[src/rtl/hash_writer_if.sv]
// Hash writer bus: start/vector request side plus the memory write port.
// The writer takes the master modport; the environment takes the slave modport.
interface hash_writer_if #(
  parameter int HASH_LENGTH = 8
);
  localparam int AW = (HASH_LENGTH > 1) ? $clog2(HASH_LENGTH) : 1;

  logic                      start;
  logic [32*HASH_LENGTH-1:0] hash_vector;
  logic                      mem_ready;
  logic                      hash_write;
  logic [AW-1:0]             hash_address;
  logic [31:0]               hash_data;
  logic                      busy;
  logic                      hash_write_complete;

  modport master (
    input  start, hash_vector, mem_ready,
    output hash_write, hash_address, hash_data, busy, hash_write_complete
  );

  modport slave (
    output start, hash_vector, mem_ready,
    input  hash_write, hash_address, hash_data, busy, hash_write_complete
  );
endinterface

[src/rtl/hash_writer.sv]
// hash_writer: captures a finished hash into a shadow register and streams it
// to the hash memory one 32-bit word per accepted cycle, then pulses completion.
module hash_writer #(
  parameter int HASH_LENGTH = 8
) (
  input  logic          clock,
  input  logic          reset,
  input  logic          enable,
  hash_writer_if.master bus
);
  localparam int AW = (HASH_LENGTH > 1) ? $clog2(HASH_LENGTH) : 1;
  localparam int VW = 32 * HASH_LENGTH;
  localparam logic [AW-1:0] LAST_IDX = AW'(HASH_LENGTH - 1);

  typedef enum logic [1:0] {
    ST_IDLE  = 2'd0,
    ST_WRITE = 2'd1,
    ST_DONE  = 2'd2
  } state_t;

  state_t          state_q, state_d;
  logic [AW-1:0]   counter_q, counter_d;
  logic [VW-1:0]   shadow_q, shadow_d;
  logic            write_q, write_d;
  logic [31:0]     data_q, data_d;
  logic            busy_q, busy_d;
  logic            complete_q, complete_d;

  // Select 32-bit word idx out of a hash vector.
  function automatic logic [31:0] word_of(input logic [VW-1:0] vec,
                                          input logic [AW-1:0] idx);
    logic [31:0] w;
    w = 32'd0;
    for (int i = 0; i < HASH_LENGTH; i++) begin
      if (idx == AW'(i)) begin
        w = vec[32*i +: 32];
      end else begin
        w = w;
      end
    end
    return w;
  endfunction

  // Next-state and next-output logic; outputs are precomputed so they leave flops.
  always_comb begin
    state_d    = state_q;
    counter_d  = counter_q;
    shadow_d   = shadow_q;
    write_d    = write_q;
    data_d     = data_q;
    busy_d     = busy_q;
    complete_d = 1'b0;
    if (!enable) begin
      // Abort: already written words stay written, no completion reported.
      state_d   = ST_IDLE;
      counter_d = '0;
      write_d   = 1'b0;
      busy_d    = 1'b0;
    end else begin
      case (state_q)
        ST_IDLE: begin
          write_d = 1'b0;
          busy_d  = 1'b0;
          if (bus.start) begin
            shadow_d  = bus.hash_vector;
            counter_d = '0;
            data_d    = bus.hash_vector[31:0];
            write_d   = 1'b1;
            busy_d    = 1'b1;
            state_d   = ST_WRITE;
          end else begin
            state_d = ST_IDLE;
          end
        end
        ST_WRITE: begin
          if (write_q && bus.mem_ready) begin
            if (counter_q == LAST_IDX) begin
              // Counter stays on the last index, so the address holds afterwards.
              write_d    = 1'b0;
              complete_d = 1'b1;
              state_d    = ST_DONE;
            end else begin
              counter_d = counter_q + AW'(1);
              data_d    = word_of(shadow_q, counter_q + AW'(1));
            end
          end else begin
            // Memory stalled: present the same word again.
            state_d = ST_WRITE;
          end
        end
        ST_DONE: begin
          write_d = 1'b0;
          busy_d  = 1'b0;
          state_d = ST_IDLE;
        end
        default: begin
          state_d   = ST_IDLE;
          counter_d = '0;
          write_d   = 1'b0;
          busy_d    = 1'b0;
        end
      endcase
    end
  end

  // State, shadow and output registers with asynchronous active-low reset.
  always_ff @(posedge clock or negedge reset) begin
    if (!reset) begin
      state_q    <= ST_IDLE;
      counter_q  <= '0;
      shadow_q   <= '0;
      write_q    <= 1'b0;
      data_q     <= 32'd0;
      busy_q     <= 1'b0;
      complete_q <= 1'b0;
    end else begin
      state_q    <= state_d;
      counter_q  <= counter_d;
      shadow_q   <= shadow_d;
      write_q    <= write_d;
      data_q     <= data_d;
      busy_q     <= busy_d;
      complete_q <= complete_d;
    end
  end

  assign bus.hash_write          = write_q;
  assign bus.hash_address        = counter_q;
  assign bus.hash_data           = data_q;
  assign bus.busy                = busy_q;
  assign bus.hash_write_complete = complete_q;
endmodule
[src/flat_wrapper.sv]
// flat-port wrapper written by rule: the top's interface ports become plain ports
module hash_writer_flat 
#(
  parameter int HASH_LENGTH = 8
)
  (clock, reset, enable, bus_start, bus_hash_vector, bus_mem_ready, bus_hash_write, bus_hash_address, bus_hash_data, bus_busy, bus_hash_write_complete);
  hash_writer_if #(.HASH_LENGTH(HASH_LENGTH)) bus_i ();
  input  logic clock;
  input  logic reset;
  input  logic enable;
  input wire logic [$bits(bus_i.start)-1:0] bus_start;
  input wire logic [$bits(bus_i.hash_vector)-1:0] bus_hash_vector;
  input wire logic [$bits(bus_i.mem_ready)-1:0] bus_mem_ready;
  output wire logic [$bits(bus_i.hash_write)-1:0] bus_hash_write;
  output wire logic [$bits(bus_i.hash_address)-1:0] bus_hash_address;
  output wire logic [$bits(bus_i.hash_data)-1:0] bus_hash_data;
  output wire logic [$bits(bus_i.busy)-1:0] bus_busy;
  output wire logic [$bits(bus_i.hash_write_complete)-1:0] bus_hash_write_complete;
  assign bus_i.start = bus_start;
  assign bus_i.hash_vector = bus_hash_vector;
  assign bus_i.mem_ready = bus_mem_ready;
  assign bus_hash_write = bus_i.hash_write;
  assign bus_hash_address = bus_i.hash_address;
  assign bus_hash_data = bus_i.hash_data;
  assign bus_busy = bus_i.busy;
  assign bus_hash_write_complete = bus_i.hash_write_complete;
  hash_writer #(.HASH_LENGTH(HASH_LENGTH)) u_core (.clock(clock), .reset(reset), .enable(enable), .bus(bus_i));
endmodule
[config.mk]
export PLATFORM = sky130hd
export DESIGN_NAME = hash_writer_flat
export DESIGN_NICKNAME = d
export VERILOG_FILES = /design/src/rtl/hash_writer_if.sv /design/src/rtl/hash_writer.sv /design/src/flat_wrapper.sv
export SDC_FILE = /design/constraint.sdc
export NUM_CORES = 1
export LEC_CHECK = 0
export CORE_MARGIN = 2
export CORE_UTILIZATION = 40
export CTS_CLUSTER_DIAMETER = 80
export DETAILED_ROUTE_END_ITERATION = 7
export HOLD_SLACK_MARGIN = 0.15
export PLACE_DENSITY = 0.65
export SETUP_SLACK_MARGIN = 0.05
export SYNTH_ARGS = -nofsm -noshare
export SYNTH_HDL_FRONTEND = slang
export SYNTH_SLANG_ARGS = --single-unit
export TNS_END_PERCENT = 30
[constraint.sdc]
create_clock -name clock -period 3 [get_ports clock]
set_clock_uncertainty 0.2 [all_clocks]
set_input_delay 0.6 -clock clock [delete_from_list [all_inputs] [get_ports clock]]
set_output_delay 0.6 -clock clock [all_outputs]
set_load 0.005 [all_outputs]
After elaboration in Yosys (flattened, before gate mapping) --
Cells that the tools add are included. W data, S select, Z words.
Storage, ports and cells: flip-flop bits (word level) 296, output and inout bits 38, logic and storage cells 69
Operators by class: reductions and logical operators 8, multiplexer cells 33, equal/unequal tests 20, add/subtract/negate cells 1
Operators with widths (number):
- $mux W32 | 11
- $pmux W32 S2 | 1
- $eq A3 B3 Y1 const B | 5
- $mux W3 | 4
- $mux W1 | 10
- $pmux W3 S3 | 1
- $ne A2 B2 Y1 const B | 4
- $eq A3 B2 Y1 const B | 2
- $mux W2 | 3
- $ne A3 B2 Y1 const B | 2
- $ne A3 B3 Y1 const B | 2
- $reduce_and A5 Y1 | 1
- $ne A4 B4 Y1 const B | 1
- $pmux W1 S2 | 2
- $pmux W2 S2 | 1
- $reduce_and A4 Y1 | 1
- $add A3 B1 Y3 const B | 1
- $eq A3 B1 Y1 const B | 1
- $logic_not A3 Y1 | 1
- $reduce_and A3 Y1 | 1
- $eq A2 B1 Y1 const B | 1
- $eq A2 B2 Y1 const B | 1
- $logic_not A2 Y1 | 1
- $ne A2 B1 Y1 const B | 1
- 3 further kinds | 3

Logic depth before layout (Yosys ltp) --
depth in word-level cells 13, depth in mapped cells 10, gate-level depth less buffers 7

Worst setup path after synthesis --
OpenSTA, ideal clock, no wires.
kind register to register, start reg u_core.counter_q[0], in the netlist u_core.bus.hash_address[0], end reg u_core.data_q[13], in the netlist u_core.bus.hash_data[13], path slack 0.626 ns, required time 2.718 ns, data arrival time 2.092 ns, setup time 0.082 ns, cell stages (with the launch flop) 11, cells stage by stage dfrtp_1 ha_1 ha_1 buf_2 nand2b_1 buf_2 nor2_2 buf_4 a21oi_1 o221a_2 o22ai_1
Between the ends: longest elaborated chain between the ends 13, elaborated cells between the ends (all ways) 23, classes of those cells 1 x add/sub; 9 x eq/ne; 11 x mux; 2 x reduce/logical
Ends and longest elaborated chain:
- from (decl) | RTL line hash_writer.sv:22 | logic [AW-1:0] counter_q, counter_d;
- from (signal assigned) | RTL line hash_writer.sv:118 | counter_q <= counter_d;
- $add A3 B1 Y3 | RTL line hash_writer.sv:84 | data_d = word_of(shadow_q, counter_q + AW'(1));
- $logic_not A3 Y1 | RTL line hash_writer.sv:35 | if (idx == AW'(i)) begin
- $mux W32 (8 in series) | RTL line hash_writer.sv:35
- $mux W32 | RTL line hash_writer.sv:77 | if (counter_q == LAST_IDX) begin
- $mux W32 | RTL line hash_writer.sv:76 | if (write_q && bus.mem_ready) begin
- $pmux W32 S2 | RTL line hash_writer.sv:60 | case (state_q)
- to (signal assigned) | RTL line hash_writer.sv:121 | data_q <= data_d;
- to (decl) | RTL line hash_writer.sv:25 | logic [31:0] data_q, data_d;
Several ways; a longest one is shown, not always the timed one. The select of a mux whose other input is x is not followed. A chain may end at the register's enable or synchronous reset.

Worst setup path in the final report --
start reg u_core.counter_q[0], in the netlist u_core.bus.hash_address[0], end reg u_core.data_q[17], in the netlist u_core.bus.hash_data[17]
The elaborated chain is that of the path after synthesis.

==> impl_metrics.yaml <==
status:
  outcome: "finished clean"
timing:
  worstMarginPinSlew_ns: 0.846
  fin_tns_setup_ns: 0
  max-slew-margin-rel: 0.436
  rsz0062_at_grt: "false"
  final-hold-violation-count: 0
  fin_crit_sh: 0.944
  setup_viol: 0
  finalMaxSlewViolations: 0
  fmax_mhz: 353
  fin_crit_ns: 2.83
cts:
  path_clk_slew_ns: 0.06
  cts_tree: "built"
  cts_buffers: 34
  clockBufferDepth: 3
  cts_sinks: 296
  cts_setup_buffers: 0
  htree_levels: 2
  ctsRootBufferMaster: "clkbuf_16"
  clk_latency_ns: 0.51
yosys:
  synth_area_per_cell_um2: 8.53
  synthDistinctLibCells: 38
  synth_nets: 1898
  yosysSeqAreaShare: 0.533
  async_flop_share: 1.00
  synth-main-ff-cell: "dfrtp_1"
  mappedNetlistArea_um2: 13900
  synthCells: 1630
  synth-edff-count: 0
  synth-seq-cells: 296
  yosys_warnings: 0
global_route:
  grt_max_degree: 173
  grt.overflow.total: 0
  track_usage: 0.260
  antenna_found_initial: 2
  grt_pass1_vias: 12546
  grt_pass1_wl_mm: 72.9
cells_and_area:
  area_growth_pct: 34.9
  layout_common_cells: "nand2_1, clkdlybuf4s50_1, dfrtp_1"
  nets: 2157
  final_cell_area_um2: 18700
  final_common_cell: "nand2_1"
  drive_above_1_share: 0.0742
floorplanning:
  core_area_um2: 34400
  row_count: 68
  dieHeight_um: 190
  dieArea_um2: 36300
  fp.dieW_um: 190
  ios: 299
  start_util: 0.404
detailed_routing:
  routed_wl_mm: 47.6
  firstDrtPassIters: 5
  ant_nets: 0
  drcViolationCount: 0
  post_drt_wl_per_cell_um: 20.1
  avgViaCountPerCell: 5.39
  initialDrtViolationCount: 1228
  vias: 12773
run:
  cap_violations: 0
setup_path:
  crit_arrival_ns: 3.01
  cp-end-kind: "flip-flop"
  crit_type: "flip-flop to flip-flop"
  path_max_fanout: 13
  critPathLaunchType: "flip-flop"
  critical_path_required_ns: 3.17
worst_hold_path:
  hold_path.class: "flip-flop to flip-flop"
power:
  p_leak_nw: 8.70
  ir_drop_mv: 0.347
  total_power_w: 0.0122
  powerDensity_nw_per_um2: 649
placement:
  io_buffers: 298
  hpwl_mm: 33.4
  gp_congestion: 0.948
  dpl_cell_area_um2: 17500
[per-layer routing]
| metal | wire length [µm] | track usage |
|---|---|---|
| met3 | 5000 | 0.0734 |
| met4 | 1370 | 0.0754 |
| met1 | 22000 | 0.399 |
| met5 | 13 | 0 |
| met2 | 19200 | 0.353 |
[cells by family after synthesis]
logic type               after synthesis  synth area share
AO/OA/AOI/OAI                        340             0.177
buffers and inverters                160            0.0476
AND/OR/NAND/NOR                      826             0.236
multiplexers                           1          0.000810
adder cells (fa/ha/maj)                7           0.00630
flip-flops                           296             0.533
[worst max-delay path, stage by stage, from the launching register on]
cell,delay [ns]
dfrtp_1,0.38
ha_1,0.22
ha_1,0.41
buf_4,0.22
and2_1,0.36
buf_4,0.26
a221o_1,0.28
a2bb2oi_1,0.25
o211ai_1,0.11
[power breakdown]
| part | internal [W] | switching (W) |
|---|---|---|
| logic | 0.00110 | 0.00106 |
| clock network | 0.00296 | 0.00170 |
| registers | 0.00476 | 0.000587 |
| total | 0.00882 | 0.00335 |
[final timing paths]
kind | startpoint | cells after the start | slack (ns) | end
setup / recovery | u_core.bus.hash_address[0]$_DFFE_PN0P_ | 8 | 0.17 | u_core.bus.hash_data[17]$_DFFE_PN0P_
max in group asynchronous | reset | 3 | 1.35 | u_core.shadow_q[63]$_DFFE_PN0P_
setup reg to reg | u_core.bus.hash_address[0]$_DFFE_PN0P_ | 8 | 0.17 | u_core.bus.hash_data[17]$_DFFE_PN0P_
min in group asynchronous | reset | 2 | 0.46 | u_core.shadow_q[47]$_DFFE_PN0P_
hold reg to reg | u_core.shadow_q[123]$_DFFE_PN0P_ | 2 | 0.27 | u_core.shadow_q[123]$_DFFE_PN0P_
hold / removal | u_core.shadow_q[123]$_DFFE_PN0P_ | 2 | 0.27 | u_core.shadow_q[123]$_DFFE_PN0P_
[stage by stage]
step / worst slack [ns] / hold slack (ns) / utilization / std cells
floorplan: 0.626 / 0.104 / - / 1630
global placement: 0.185 / 0.258 / 0.508 / 2307
detailed placement: 0.141 / 0.262 / 0.508 / 2307
CTS: 0.133 / 0.276 / 0.545 / 2369
global route: 0.108 / 0.292 / 0.545 / 2369
finish: 0.167 / 0.273 / 0.545 / 2370
[Yosys cell counts, drive strengths merged, types with 7 or more instances]
cell / n / area share
nand2: 740 / 0.20
dfrtp: 296 / 0.53
a21oi: 90 / 0.032
clkbuf: 75 / 0.020
o21ai: 53 / 0.019
buf: 49 / 0.018
nor2b: 44 / 0.020
inv: 36 / 0.0097
o221ai: 32 / 0.025
o22ai: 27 / 0.012
a221o: 19 / 0.014
a2bb2oi: 19 / 0.012
o211ai: 19 / 0.010
o21bai: 19 / 0.010
o32ai: 19 / 0.012
nor2: 17 / 0.0048
a22o: 15 / 0.0095
nor3: 14 / 0.0059
a221oi: 13 / 0.0082
o221a: 13 / 0.011
ha: 7 / 0.0063
[final cells by class]
cell class | instances | area, µm²
diodes | 1 | 2.50
clock buffers | 44 | 962
clock inverters | 17 | 294
fillers | 3151 | 15600
inverters | 36 | 135
multi-input cells | 1174 | 5860
flip-flops and latches | 296 | 7410
well taps | 455 | 569
repair buffers | 347 | 3520
[registers in the layout, summed over array words and instances (netlist names)]
| register | flops |
|---|---|
| u_core.bus.hash_write | 1 |
| u_core.shadow_q | 256 |
| u_core.bus.busy | 1 |
| u_core.bus.hash_data | 32 |
| u_core.state_q | 2 |
| u_core.bus.hash_write_complete | 1 |
| u_core.bus.hash_address | 3 |
[what timing repair did]
action	CTS	global route
hold endpoints to repair	67	0
resized for setup	0	2
endpoints found under the setup margin	0	12
hold buffers	1	0
Note: power is estimated with default switching activity, not from simulation.
